`config.mk`:
```
export PLATFORM = sky130hd
export DESIGN_NAME = uart_tx_serializer_flat
export DESIGN_NICKNAME = d
export VERILOG_FILES = /design/src/rtl/uart_pkg.sv /design/src/rtl/uart_tx_serializer_if.sv /design/src/rtl/uart_tx_packet.sv /design/src/rtl/uart_tx_serializer.sv /design/src/flat_wrapper.sv
export SDC_FILE = /design/constraint.sdc
export NUM_CORES = 1
export LEC_CHECK = 0
export CORE_MARGIN = 4
export CORE_UTILIZATION = 30
export DETAILED_ROUTE_END_ITERATION = 10
export GPL_TIMING_DRIVEN = 0
export SLEW_MARGIN = 20
export SYNTH_ARGS = -nofsm -noshare
export SYNTH_HDL_FRONTEND = slang
export SYNTH_SLANG_ARGS = --single-unit
```
`constraint.sdc`:
```
create_clock -name clk -period 5.3 [get_ports clk]
set_input_delay 1.06 -clock clk [delete_from_list [all_inputs] [get_ports clk]]
set_output_delay 1.06 -clock clk [all_outputs]
set_load 0.02 [all_outputs]
```
`src/rtl/uart_pkg.sv`:
```
// Shared constants, state encoding and helpers for the UART transmit path.
package uart_pkg;

  localparam int unsigned CLOCKS_PER_PULSE = 4;
  localparam int unsigned BITS_PER_WORD    = 8;
  localparam int unsigned PACKET_SIZE      = 13;
  localparam int unsigned R                = 8;
  localparam int unsigned W_Y_OUT          = 16;
  localparam int unsigned W_BUS            = R * W_Y_OUT;
  localparam int unsigned N_WORDS          = W_BUS / BITS_PER_WORD;

  typedef enum logic [1:0] {
    IDLE = 2'd0,
    SEND = 2'd1,
    LOAD = 2'd2
  } tx_state_e;

  // Counter width able to hold 0..n-1, never narrower than one bit.
  function automatic int unsigned cnt_w(input int unsigned n);
    return (n > 1) ? $clog2(n) : 1;
  endfunction

endpackage

```
`src/rtl/uart_tx_serializer_if.sv`:
```
// Valid/ready result-bus handshake between the multiplier and the UART serializer.
interface uart_tx_serializer_if #(
  parameter int unsigned W_BUS = uart_pkg::W_BUS
);
  logic             s_valid;
  logic             s_ready;
  logic [W_BUS-1:0] s_data;

  modport master (output s_valid, output s_data, input  s_ready);
  modport slave  (input  s_valid, input  s_data, output s_ready);
endinterface

```
`src/rtl/uart_tx_packet.sv`:
```
// Shifts one word out as a fixed-length packet: start bit, data LSB first, stop/padding.
module uart_tx_packet #(
  parameter int unsigned CLOCKS_PER_PULSE = uart_pkg::CLOCKS_PER_PULSE,
  parameter int unsigned BITS_PER_WORD    = uart_pkg::BITS_PER_WORD,
  parameter int unsigned PACKET_SIZE      = uart_pkg::PACKET_SIZE
) (
  input  logic                     clk,
  input  logic                     rstn,
  input  logic                     start_i,
  input  logic [BITS_PER_WORD-1:0] word_i,
  output logic                     tx_o,
  output logic                     done_c_o
);
  import uart_pkg::*;

  localparam int unsigned PW = cnt_w(CLOCKS_PER_PULSE);
  localparam int unsigned BW = cnt_w(PACKET_SIZE);

  logic [PW-1:0] pulse_q, pulse_d;
  logic [BW-1:0] bit_q, bit_d, bit_nxt_c;
  logic          busy_q, busy_d;
  logic          tx_q, tx_d;
  logic          last_pulse_c, last_bit_c, next_val_c;

  assign last_pulse_c = (pulse_q == PW'(CLOCKS_PER_PULSE - 1));
  assign last_bit_c   = (bit_q == BW'(PACKET_SIZE - 1));
  assign bit_nxt_c    = bit_q + BW'(1);
  assign done_c_o     = busy_q & last_pulse_c & last_bit_c;
  assign tx_o         = tx_q;

  // Value of packet bit bit_q+1: data bit bit_q while inside the word, else padding.
  always_comb begin
    next_val_c = 1'b1;
    for (int unsigned i = 0; i < BITS_PER_WORD; i++) begin
      if (bit_q == BW'(i)) next_val_c = word_i[i];
    end
  end

  always_comb begin
    pulse_d = pulse_q;
    bit_d   = bit_q;
    busy_d  = busy_q;
    tx_d    = tx_q;
    if (start_i) begin
      busy_d  = 1'b1;
      pulse_d = '0;
      bit_d   = '0;
      tx_d    = 1'b0;
    end else if (busy_q) begin
      if (last_pulse_c) begin
        pulse_d = '0;
        if (last_bit_c) begin
          busy_d = 1'b0;
          bit_d  = '0;
          tx_d   = 1'b1;
        end else begin
          bit_d = bit_nxt_c;
          tx_d  = next_val_c;
        end
      end else begin
        pulse_d = pulse_q + PW'(1);
      end
    end
  end

  always_ff @(posedge clk or negedge rstn) begin
    if (!rstn) begin
      pulse_q <= '0;
      bit_q   <= '0;
      busy_q  <= 1'b0;
      tx_q    <= 1'b1;
    end else begin
      pulse_q <= pulse_d;
      bit_q   <= bit_d;
      busy_q  <= busy_d;
      tx_q    <= tx_d;
    end
  end

endmodule

```
`src/rtl/uart_tx_serializer.sv`:
```
// Captures one result bus and sends it as N_WORDS back-to-back UART packets.
// Optional one-entry prefetch buffer enabled by defining UART_TX_PREFETCH_EN.
module uart_tx_serializer #(
  parameter int unsigned CLOCKS_PER_PULSE = uart_pkg::CLOCKS_PER_PULSE,
  parameter int unsigned BITS_PER_WORD    = uart_pkg::BITS_PER_WORD,
  parameter int unsigned PACKET_SIZE      = uart_pkg::PACKET_SIZE,
  parameter int unsigned R                = uart_pkg::R,
  parameter int unsigned W_Y_OUT          = uart_pkg::W_Y_OUT
) (
  input  logic                  clk,
  input  logic                  rstn,
  uart_tx_serializer_if.slave   s,
  output logic                  tx
);
  import uart_pkg::*;

  localparam int unsigned W_BUS   = R * W_Y_OUT;
  localparam int unsigned N_WORDS = W_BUS / BITS_PER_WORD;
  localparam int unsigned WW      = cnt_w(N_WORDS);

  tx_state_e                state_q, state_d;
  logic [W_BUS-1:0]         data_q, data_d;
  logic [WW-1:0]            word_q, word_d;
  logic                     ready_q, ready_d;
  logic                     accept_c, pkt_start_c, pkt_done_c, last_word_c;
  logic [BITS_PER_WORD-1:0] pkt_word_c;
`ifdef UART_TX_PREFETCH_EN
  logic [W_BUS-1:0]         hold_q, hold_d;
  logic                     hold_full_q, hold_full_d;
`endif

  assign accept_c    = s.s_valid & ready_q;
  assign s.s_ready   = ready_q;
  assign last_word_c = (word_q == WW'(N_WORDS - 1));
  assign pkt_word_c  = BITS_PER_WORD'(data_q >> (32'(word_q) * BITS_PER_WORD));

  // Next-state, word sequencing and handshake.
  always_comb begin
    state_d     = state_q;
    data_d      = data_q;
    word_d      = word_q;
    pkt_start_c = 1'b0;
`ifdef UART_TX_PREFETCH_EN
    hold_d      = hold_q;
    hold_full_d = hold_full_q;
`endif
    case (state_q)
      IDLE: begin
        if (accept_c) begin
          data_d      = s.s_data;
          word_d      = '0;
          pkt_start_c = 1'b1;
          state_d     = SEND;
        end
      end
      SEND: begin
`ifdef UART_TX_PREFETCH_EN
        if (accept_c) begin
          hold_d      = s.s_data;
          hold_full_d = 1'b1;
        end
`endif
        if (pkt_done_c) begin
          if (!last_word_c) begin
            word_d      = word_q + WW'(1);
            pkt_start_c = 1'b1;
          end else begin
            word_d  = '0;
            state_d = IDLE;
`ifdef UART_TX_PREFETCH_EN
            if (hold_full_q) begin
              state_d     = LOAD;
              data_d      = hold_q;
              hold_full_d = 1'b0;
            end
`endif
          end
        end
      end
      LOAD: begin
        word_d      = '0;
        pkt_start_c = 1'b1;
        state_d     = SEND;
`ifdef UART_TX_PREFETCH_EN
        if (accept_c) begin
          hold_d      = s.s_data;
          hold_full_d = 1'b1;
        end
`endif
      end
      default: state_d = IDLE;
    endcase
`ifdef UART_TX_PREFETCH_EN
    ready_d = !hold_full_d;
`else
    ready_d = (state_d == IDLE);
`endif
  end

  always_ff @(posedge clk or negedge rstn) begin
    if (!rstn) begin
      state_q <= IDLE;
      data_q  <= '0;
      word_q  <= '0;
      ready_q <= 1'b1;
    end else begin
      state_q <= state_d;
      data_q  <= data_d;
      word_q  <= word_d;
      ready_q <= ready_d;
    end
  end

`ifdef UART_TX_PREFETCH_EN
  always_ff @(posedge clk or negedge rstn) begin
    if (!rstn) begin
      hold_q      <= '0;
      hold_full_q <= 1'b0;
    end else begin
      hold_q      <= hold_d;
      hold_full_q <= hold_full_d;
    end
  end
`endif

  uart_tx_packet #(
    .CLOCKS_PER_PULSE (CLOCKS_PER_PULSE),
    .BITS_PER_WORD    (BITS_PER_WORD),
    .PACKET_SIZE      (PACKET_SIZE)
  ) u_packet (
    .clk      (clk),
    .rstn     (rstn),
    .start_i  (pkt_start_c),
    .word_i   (pkt_word_c),
    .tx_o     (tx),
    .done_c_o (pkt_done_c)
  );

endmodule

```
`src/flat_wrapper.sv`:
```
// flat-port wrapper written by rule: the top's interface ports become plain ports
module uart_tx_serializer_flat import uart_pkg::*;
#(
  parameter int unsigned CLOCKS_PER_PULSE = uart_pkg::CLOCKS_PER_PULSE,
  parameter int unsigned BITS_PER_WORD    = uart_pkg::BITS_PER_WORD,
  parameter int unsigned PACKET_SIZE      = uart_pkg::PACKET_SIZE,
  parameter int unsigned R                = uart_pkg::R,
  parameter int unsigned W_Y_OUT          = uart_pkg::W_Y_OUT
)
  (clk, rstn, tx, s_s_valid, s_s_data, s_s_ready);
  uart_tx_serializer_if #(.W_BUS(W_BUS)) s_i ();
  input  logic clk;
  input  logic rstn;
  output logic tx;
  input wire logic [$bits(s_i.s_valid)-1:0] s_s_valid;
  input wire logic [$bits(s_i.s_data)-1:0] s_s_data;
  output wire logic [$bits(s_i.s_ready)-1:0] s_s_ready;
  assign s_i.s_valid = s_s_valid;
  assign s_i.s_data = s_s_data;
  assign s_s_ready = s_i.s_ready;
  uart_tx_serializer #(.CLOCKS_PER_PULSE(CLOCKS_PER_PULSE), .BITS_PER_WORD(BITS_PER_WORD), .PACKET_SIZE(PACKET_SIZE), .R(R), .W_Y_OUT(W_Y_OUT)) u_core (.clk(clk), .rstn(rstn), .s(s_i), .tx(tx));
endmodule
```
Word level (Yosys, flattened, before mapping) --
Index checks and enable logic that the tools add are counted.
Word-level totals: flip-flop bits (word level) 143, input port bits 131, output and inout port bits 2, logic and storage cells 73
Cells by class: add/subtract/negate cells 3, equality and inequality tests 14, shift operators 1, multiplexer cells 35, bitwise logic cells 3, reduce and logical (&&, ||, !) cells 9
Operators with widths (count):
- 128-bit by 7-bit >> shifter with 8-bit output | 1
- 4-bit two-way mux | 7
- 1-bit two-way mux | 19
- 4-bit by 3-bit equality test with 1-bit output (second input constant) | 4
- 2-bit two-way mux | 6
- 4-bit one-hot mux with 3 select lines | 1
- 4-bit by 1-bit adder with 4-bit output (second input constant) | 2
- 4-bit by 2-bit equality test with 1-bit output (second input constant) | 2
- 4-bit equality test (second input constant) | 2
- 2-bit one-hot mux with 3 select lines | 1
- 2-bit equality test (second input constant) | 2
- 4-bit by 1-bit equality test with 1-bit output (second input constant) | 1
- 2-bit logical NOT | 2
- 4-bit logical NOT | 1
- 2-bit by 1-bit inequality test with 1-bit output (second input constant) | 2
- 2-bit AND reduction | 2
- 2-bit nonzero test | 2
- 1-bit AND | 3
- 1-bit one-hot mux with 3 select lines | 1
- 3-bit AND reduction | 1
- 3-bit nonzero test | 1
- 2-bit by 1-bit adder with 2-bit output (second input constant) | 1
- 2-bit by 1-bit equality test with 1-bit output (second input constant) | 1

Longest topological paths before layout --
Gate-level depths: netlist of the first run.
depth after elaboration 13, gate-level depth with buffers 9

Cells and area by module --
Synthesis of the first run repeated with hierarchy kept, for this count alone.
Unflattened totals: cells, all modules 473, area, all modules 6792.8 µm²
By module, submodules not included:
- uart_tx_serializer | times used 1, cells an instance 409, area an instance 6221.0 µm², sequential area each 3379.5 µm²
- uart_tx_packet | times used 1, cells an instance 64, area an instance 571.8 µm², sequential area each 201.4 µm²

Worst setup path before layout of the first run --
No wires, ideal clock.
kind input to register, from input port s_s_valid, to register u_core.data_q[40], setup time 0.125 ns, arrival time 2.335 ns, required time 5.175 ns, path slack 2.840 ns, stages on the path 5, path buffers 2, path through nand2_1 -> nor3_1 -> clkbuf_1 -> buf_1 -> mux2_2
On the way: cells in the longest elaborated chain, start to end 2
Ends and longest elaborated chain:
- start: declaration | RTL line flat_wrapper.sv:15 | input wire logic [$bits(s_i.s_valid)-1:0] s_s_valid;
- 1-bit AND | RTL line uart_tx_serializer.sv:32 | assign accept_c = s.s_valid & ready_q;
- 2-bit AND reduction (no line)
- end signal: assignment | RTL line uart_tx_serializer.sv:108 | data_q <= data_d;
- end: declaration | RTL line uart_tx_serializer.sv:22 | logic [W_BUS-1:0] data_q, data_d;
No other way between the ends. A chain may end at the register's enable or synchronous reset.

Worst setup path after layout of the first run --
from input port s_s_valid, to register u_core.data_q[43]
The elaborated chain is that of the path after synthesis.

==> results.json, run 1 <==
{
  "synth-edff-count": 0,
  "antenna_cells": 0,
  "start_util_pct": 30.7,
  "numPortBuffers": 132,
  "antenna_found_initial": 0,
  "maxSlewViolCount": 0,
  "synthMuxAreaShare_pct": 33.8,
  "tns_ns": 0,
  "cts-root-buf": "clkbuf_16",
  "drt_iter0_drc": 189,
  "synth_area_um2": 6770,
  "dr_total_vias": 4577,
  "setup_viol": 0,
  "crit_required_ns": 5.60,
  "wl_um": 19100,
  "fin_nets": 762,
  "ys_types": 48,
  "synth_compound_area_share_pct": 4.79,
  "synth_flop_cell": "dfrtp_1",
  "synthAdderAreaFrac_pct": 1.11,
  "netlist_instances": 473,
  "arrival_ns": 3.60,
  "cts_tree": "built",
  "dieArea_um2": 25000,
  "finalHoldViolations": 0,
  "grt_overflow_total": 0,
  "holdBufCountCts": 0,
  "grt_pass1_wl_um": 29300,
  "clock_latency_ns": 0.42,
  "worstSetupPathType": "in -> reg",
  "worst_slack_ns": 2.00,
  "preCtsSetupSlack_ns": 1.56,
  "drc": 0,
  "status": "complete, no violations",
  "worstMarginPinSlew_ns": 0.855,
  "core-area_um2": 22000,
  "endpoint_kind": "register",
  "rows": 54,
  "gp_congestion": 0.858,
  "die_h_um": 158,
  "grt_max_degree": 82,
  "layout-drive-gt1-share_pct": 30.9,
  "finalClockSkew_ns": 0.00923,
  "cts_setup_buffers": 0,
  "cts.sinks": 143,
  "ys_ff_latch": 143,
  "cap_violations": 0,
  "leakagePower_nw": 3.63,
  "grt_pass1_vias": 5096,
  "critPathMaxStageDelay_ns": 0.66,
  "yosys_warnings": 0,
  "crit_fanout": 10,
  "hpwl_um": 14400,
  "viasPerCell": 4.99,
  "routedWlPerCell_um": 20.9,
  "crit_buf_inv": 3,
  "cp_slowest_cell": "clkbuf_1",
  "synth_xor_area_share_pct": 0,
  "cts_max_level": 4,
  "crit_chain": "clkdlybuf4s50_1 > nand2_1 > nor3_1 > clkbuf_1 > buf_1 > mux2_2",
  "final_core_util_pct": 41.1,
  "fin_hold_ws_ns": 0.499,
  "crit_family": "buffers and inverters",
  "min_period_over_period_pct": 62.2,
  "layout_min_cycle_time_ns": 3.30,
  "power_mw": 4.15,
  "max_freq_mhz": 303,
  "avgSynthCellArea_um2": 14.3,
  "p_per_area_nw_per_um2": 458,
  "ant_nets": 0,
  "slew_headroom_pct": 43.0,
  "hp-class": "reg -> reg",
  "synth_nets": 610,
  "fillers": 2055,
  "cts.repair.resized": 0,
  "cts_buffers": 17,
  "vdd_ir_drop_max_mv": 0.155,
  "clk_transition_reported_paths_ns": 0.06,
  "area_delta_synth_final_pct": 33.6,
  "clock_path_buffers": 2,
  "rsz0062_at_grt": "false",
  "synth-seq-area-share_pct": 52.9,
  "synth_top_family_by_area": "multiplexers",
  "die_x_um": 158,
  "io_pins": 133,
  "drtPass1Iterations": 4,
  "async_flop_share_pct": 100,
  "grt_use_total_pct": 15.7,
  "synthSimpleGateAreaFrac_pct": 4.81,
  "critPathLaunchType": "input pin"
}
[cells in the final DEF, fill, tap and decap left out, types with 6 or more instances in the layout]
cell / Yosys / layout
nor3_1: 6 / 6
ha_1: 6 / 6
nand2_1: 15 / 15
mux2_2: 137 / 137
mux4_1: 14 / 14
nor2_1: 16 / 16
a21oi_1: 6 / 6
clkbuf_1: 17 / 18
o21ai_0: 6 / 6
mux4_2: 10 / 10
dfrtp_1: 141 / 141
mux2i_1: 15 / 15
clkdlybuf4s50_1: 0 / 131
clkbuf_16: 0 / 17
nand3_1: 12 / 12
buf_2: 8 / 8
inv_1: 6 / 6
[report_power, final]
part / switching, mW / internal, mW / total (mW)
sequential: 0.255 / 1.60 / 1.86
combinational: 0.417 / 0.701 / 1.12
clock: 0.481 / 0.688 / 1.17
[Yosys cell counts, types with 2 or more instances]
cell type  count  area share (%)
a2111oi_0      2            0.26
a211oi_1       3            0.33
a21oi_1        6            0.44
a22oi_1        5            0.55
a311oi_1       2            0.26
a31oi_1        3            0.28
a41oi_1        2            0.26
and3_1         2            0.18
buf_1          2            0.11
buf_2          8            0.59
clkbuf_1      17            0.94
dfrtp_1      141              52
dfstp_2        2            0.78
ha_1           6             1.1
inv_1          6            0.33
mux2_2       137              23
mux2i_1       15             2.2
mux4_1        14             5.4
mux4_2        10             3.3
nand2_1       15            0.83
nand2b_1       3            0.28
nand3_1       12            0.89
nand3b_1       3            0.33
nor2_1        16            0.89
nor2b_1        5            0.46
nor3_1         6            0.44
o2111ai_1      2            0.26
o21ai_0        6            0.44
o31ai_1        2            0.22
or2_2          2            0.18
[cell type report]
class,count,area [um2],area share [%]
multi-input combinational,294,3010,33.3
inverter,6,22.5,0.249
clock inverter,10,103,1.13
timing repair buffer,133,1350,15.0
tap,280,350,3.87
clock buffer,21,470,5.20
buffer,30,150,1.66
sequential,143,3580,39.6
[state kept, by name, summed over array words and instances, names as in the netlist]
signal / cells
u_core.data_q: 128
u_core.u_packet.bit_q: 4
u_core.word_q: 4
u_core.state_q: 2
u_core.u_packet.pulse_q: 2
u_core.s.s_ready: 1
u_core.u_packet.busy_q: 1
u_core.u_packet.tx_o: 1
[routing by layer]
metal	part of all wire, %	global-route usage [%]	wire, um	up-vias
met5	0	0	0	-
met4	2.2	4.96	427	0
met3	4.2	4.07	802	25
met2	50	25.9	9560	127
met1	44	20.3	8360	2346
li1	-	-	-	2079
[path summary, 6_finish.rpt]
path | endpoint | cells past startpoint | startpoint | slack (ns)
setup / recovery | u_core.data_q[43] | 6 | s_s_valid | 2.00
hold / removal | u_core.data_q[72] | 1 | u_core.data_q[72] | 0.50
setup reg to reg | u_core.u_packet.tx_o | 8 | u_core.word_q[1] | 2.57
hold reg to reg | u_core.data_q[72] | 1 | u_core.data_q[72] | 0.50
max in group asynchronous | u_core.data_q[62] | 2 | rstn | 3.96
min in group asynchronous | u_core.data_q[16] | 1 | rstn | 0.57
[cells by family (layout without fill, tap and decap cells)]
| kind of cell | after synthesis | count (layout) |
|---|---|---|
| AO/OA/AOI/OAI | 44 | 44 |
| adder cells (fa/ha/maj) | 6 | 6 |
| buffers and inverters | 36 | 200 |
| flip-flops | 143 | 143 |
| multiplexers | 176 | 176 |
| other | 1 | 1 |
| AND/OR/NAND/NOR | 67 | 67 |
[through the flow]
stage,cells,instance area (um2)
floorplan,473,6770
global placement,885,8440
detailed placement,886,8470
CTS,917,9040
global route,917,9040
finish,917,9040
Note: power is estimated with default switching activity, not from simulation.
==> run 2, diff against run 1 <==
Clock period 5.3 ns to 2.8 ns, I/O delays scaled along.
==> run 2 against run 1 <==
Non-clock buffer count unchanged. Global-route usage stayed put. Register-to-register slack got worse by 2.3 ns. Critical path depth stayed put. Largest cell class unchanged.
==> results.json, run 2 (synthesis gave the netlist of run 1 again) <==
{
  "reg.largest.list": "u_core.data_q (128), u_core.u_packet.bit_q (4), u_core.word_q (4)",
  "grt_pass1_vias": 5096,
  "io_pins": 133,
  "gp_congestion": 0.858,
  "core-area_um2": 22000,
  "area_delta_synth_final_pct": 33.7,
  "hpwl_um": 14400,
  "critPathLaunchType": "input pin",
  "crit_buf_inv": 3,
  "leakagePower_nw": 3.63,
  "reg2reg_slack_ns": 0.30,
  "hp-class": "in -> async",
  "layout_min_cycle_time_ns": 2.61,
  "placed_area_um2": 8470,
  "cts_tree": "built",
  "drc": 0,
  "routedWlPerCell_um": 20.9,
  "final_common_cell": "dfrtp_1",
  "slew_headroom_pct": 43.0,
  "grt_use_total_pct": 15.7,
  "worstMarginPinSlew_ns": 0.855,
  "fin_cells": 917,
  "antenna_found_initial": 0,
  "endpoint_kind": "register",
  "cts_buffers": 17,
  "grt_max_degree": 82,
  "final_core_util_pct": 41.1,
  "cts.sinks": 143,
  "dp.cells": 886,
  "largest_register_ffs": 128,
  "crit_fanout": 10,
  "critPathMaxStageDelay_ns": 0.69,
  "rsz0062_at_grt": "false",
  "dieArea_um2": 25000,
  "vdd_ir_drop_max_mv": 0.294,
  "start_util_pct": 30.7,
  "r2r_start": "u_core.s.s_ready",
  "drtPass1Iterations": 4,
  "finalClockSkew_ns": 0.00923,
  "regMostFlops": "u_core.data_q",
  "finalHoldViolations": 0,
  "arrival_ns": 2.90,
  "setup_viol": 0,
  "crit_family": "buffers and inverters",
  "clk_transition_reported_paths_ns": 0.06,
  "clock_path_buffers": 2,
  "fin_hold_ws_ns": 0.0733,
  "antenna_cells": 0,
  "viasPerCell": 5.00,
  "rr_endpoint": "u_core.data_q[5]",
  "grt_pass1_wl_um": 29300,
  "wl_um": 19200,
  "power_mw": 7.85,
  "tns_ns": 0,
  "worstSetupPathType": "in -> reg",
  "rows": 54,
  "final_cell_mix": "141 x dfrtp_1, 137 x mux2_2, 131 x clkdlybuf4s50_1",
  "layout-drive-gt1-share_pct": 31.2,
  "max_freq_mhz": 384,
  "ant_nets": 0,
  "worst_slack_ns": 0.194,
  "stdcell_area_um2": 9050,
  "holdBufCountCts": 0,
  "cts-root-buf": "clkbuf_16",
  "worst_path_most_repeated_cell": "clkbuf_1",
  "p_per_area_nw_per_um2": 868,
  "dr_total_vias": 4583,
  "crit_chain": "clkdlybuf4s50_1 > nand2_1 > nor3_1 > clkbuf_1 > clkbuf_1 > mux2_2",
  "die_h_um": 158,
  "drt_iter0_drc": 188,
  "status": "complete, no violations",
  "reg2regPathDepth": 5,
  "die_x_um": 158,
  "preCtsSetupSlack_ns": -0.442,
  "cts_max_level": 4,
  "grt_overflow_total": 0,
  "numPortBuffers": 132,
  "clock_latency_ns": 0.42,
  "min_period_over_period_pct": 93.1,
  "maxSlewViolCount": 0,
  "cp_slowest_cell": "clkbuf_1",
  "fin_nets": 762,
  "crit_required_ns": 3.10,
  "cap_violations": 0
}
-- run 2: cell counts in the layout (fill, tap and decap cells not counted) --
No cell type changed its count.
-- run 2: layer usage --
metal  track usage [%]  vias up  wire length (um)
met2              25.9      130              9560
met1              20.3     2349              8360
li1                  -     2079                 -
met4              4.96        0               426
met3              4.07       25               811
met5                 0        -                 0
-- run 2: final cells by class --
cell class                      count  area [um2]
Multi-Input combinational cell    294        3010
Timing Repair Buffer              133        1350
Clock buffer                       21         470
Sequential cell                   143        3580
Clock inverter                     10         103
Inverter                            6        22.5
Tap cell                          280         350
Fill cell                        2053       13000
Buffer                             30         153
-- run 2: how the worst max path moves through the flow --
stage                                 from                   end  slack, ns  depth (start not counted)
after floorplan           u_core.s.s_ready     u_core.data_q[40]       0.80                          5
after global routing             s_s_valid      u_core.data_q[5]       0.10                          6
after detailed placement         s_s_valid     u_core.data_q[43]      -0.44                          6
after global placement                rstn     u_core.data_q[86]      -4.42                          1
final                            s_s_valid      u_core.data_q[5]       0.19                          6
after CTS                 u_core.word_q[1]  u_core.u_packet.tx_o       0.09                          8
-- run 2: where the power goes --
group	leakage (nW)	switching [mW]	internal, mW
Combinational	1.62	0.789	1.33
Clock	0.282	0.910	1.30
Sequential	1.73	0.483	3.04
Total	3.63	2.18	5.67
-- run 2: timing repair --
item,in CTS,in global routing
gates cloned,0,0
resized for setup,1,2
buffers inserted,0,0
endpoints found under the setup margin,2,1
endpoints found under the hold margin,0,0
==> run 3, diff against run 2 <==
Settings changed: CORE_MARGIN 4 to 2.
==> run 3 against run 2 <==
Sequential power barely moved. Die area fell by 5.0%. Utilization barely moved. Via count fell by 0.52%. Final cell count rose by 0.11%. Combinational power barely moved. Critical endpoint is now u_core.u_packet.tx_o. Clock power fell by 4%. Final area fell by 0.25%. Global-route usage rose by 0.54 points. Critical path type is now reg -> reg.
==> results.json, run 3 (synthesis gave the netlist of run 1 again) <==
{
  "status": "complete, no violations",
  "cts_max_level": 4,
  "arrival_ns": 2.94,
  "clock_latency_ns": 0.42,
  "endpoint_kind": "register",
  "io_pins": 133,
  "cts.repair.resized": 1,
  "slew_headroom_pct": 42.6,
  "crit_required_ns": 3.13,
  "final_common_cell": "dfrtp_1",
  "grt_overflow_total": 0,
  "die_h_um": 154,
  "cts.sinks": 143,
  "hp-class": "in -> async",
  "power_mw": 7.77,
  "cts_tree": "built",
  "start_util_pct": 30.8,
  "fin_hold_ws_ns": 0.0718,
  "drtPass1Iterations": 4,
  "dieArea_um2": 23800,
  "layout-drive-gt1-share_pct": 30.9,
  "finalClockSkew_ns": 0.0115,
  "rsz0062_at_grt": "false",
  "min_period_over_period_pct": 93.1,
  "grt_max_degree": 83,
  "grt_pass1_wl_um": 28900,
  "regMostFlops": "u_core.data_q",
  "max_freq_mhz": 384,
  "seqCellArea_um2": 3580,
  "cts-root-buf": "clkbuf_16",
  "vdd_ir_drop_max_mv": 0.448,
  "cts_buffers": 17,
  "final_core_util_pct": 41.1,
  "area_delta_synth_final_pct": 33.4,
  "placed_area_um2": 8470,
  "numPortBuffers": 132,
  "preCtsSetupSlack_ns": -0.443,
  "routedWlPerCell_um": 20.4,
  "cap_violations": 0,
  "fillers": 2004,
  "grt_use_total_pct": 16.2,
  "core-area_um2": 22000,
  "wl_um": 18700,
  "maxSlewViolCount": 0,
  "largest_register_ffs": 128,
  "finalHoldViolations": 0,
  "fin_nets": 762,
  "drt_iter0_drc": 198,
  "antenna_cells": 0,
  "stdcell_area_um2": 9020,
  "p_per_area_nw_per_um2": 861,
  "critPathLaunchType": "register",
  "worstSetupPathType": "reg -> reg",
  "clk_transition_reported_paths_ns": 0.06,
  "multiInputGateArea_um2": 3010,
  "worstMarginPinSlew_ns": 0.861,
  "clock_path_buffers": 2,
  "rows": 54,
  "crit_fanout": 10,
  "setup_viol": 0,
  "holdBufCountCts": 0,
  "ant_nets": 0,
  "reg.largest.list": "u_core.data_q (128), u_core.u_packet.bit_q (4), u_core.word_q (4)",
  "viasPerCell": 4.97,
  "die_x_um": 154,
  "final_cell_mix": "141 x dfrtp_1, 137 x mux2_2, 131 x clkdlybuf4s50_1",
  "layout_min_cycle_time_ns": 2.61,
  "antenna_found_initial": 0,
  "worst_slack_ns": 0.192,
  "drc": 0,
  "hpwl_um": 14000,
  "gp_congestion": 0.897,
  "leakagePower_nw": 3.62,
  "cts_setup_buffers": 0,
  "dr_total_vias": 4559,
  "grt_pass1_vias": 5062
}
[run 3: cell type report]
type / count / share of cell area [%]
Sequential cell: 143 / 39.7
Multi-Input combinational cell: 294 / 33.4
Timing Repair Buffer: 133 / 15.0
Clock buffer: 22 / 5.14
Tap cell: 280 / 3.88
Buffer: 30 / 1.68
Clock inverter: 10 / 0.970
Inverter: 6 / 0.250
[run 3: where the power goes]
| part | leakage [nW] | internal (mW) | switching [mW] | total, mW |
|---|---|---|---|---|
| logic | 1.62 | 1.33 | 0.787 | 2.11 |
| registers | 1.73 | 3.04 | 0.494 | 3.53 |
| clock network | 0.270 | 1.26 | 0.862 | 2.13 |
| total | 3.62 | 5.63 | 2.14 | 7.77 |
[run 3: worst paths after layout]
check / endpoint / cells after the start / from / slack (ns)
min in group clk: u_core.data_q[45] / 1 / u_core.data_q[45] / 0.50
hold / removal: u_core.data_q[36] / 1 / rstn / 0.07
hold reg to reg: u_core.data_q[45] / 1 / u_core.data_q[45] / 0.50
setup reg to reg: u_core.u_packet.tx_o / 8 / u_core.word_q[1] / 0.19
max in group asynchronous: u_core.s.s_ready / 2 / rstn / 1.92
setup / recovery: u_core.u_packet.tx_o / 8 / u_core.word_q[1] / 0.19
[run 3: layer usage]
layer | track usage (%) | up-vias | wire, um
li1 | - | 2071 | -
met1 | 20.8 | 2358 | 8430
met5 | 0 | - | 0
met3 | 3.45 | 20 | 626
met2 | 27.5 | 110 | 9300
met4 | 5.38 | 0 | 375
[run 3: metrics by stage]
| stage | TNS [ns] | cells |
|---|---|---|
| after detailed placement | -23.70 | 886 |
| after global routing | 0 | 918 |
| final | 0 | 918 |
| after global placement | -635.45 | 885 |
| after floorplan | 0 | 473 |
| after CTS | 0 | 918 |
[run 3: critical path: stages (launching register included)]
cell and delay [ns]:
dfrtp_1 0.35, buf_2 0.22, clkbuf_1 0.61, mux4_1 0.49, mux2i_1 0.17, mux2i_1 0.13, a222oi_1 0.30, o21a_2 0.18
o211ai_2 0.07
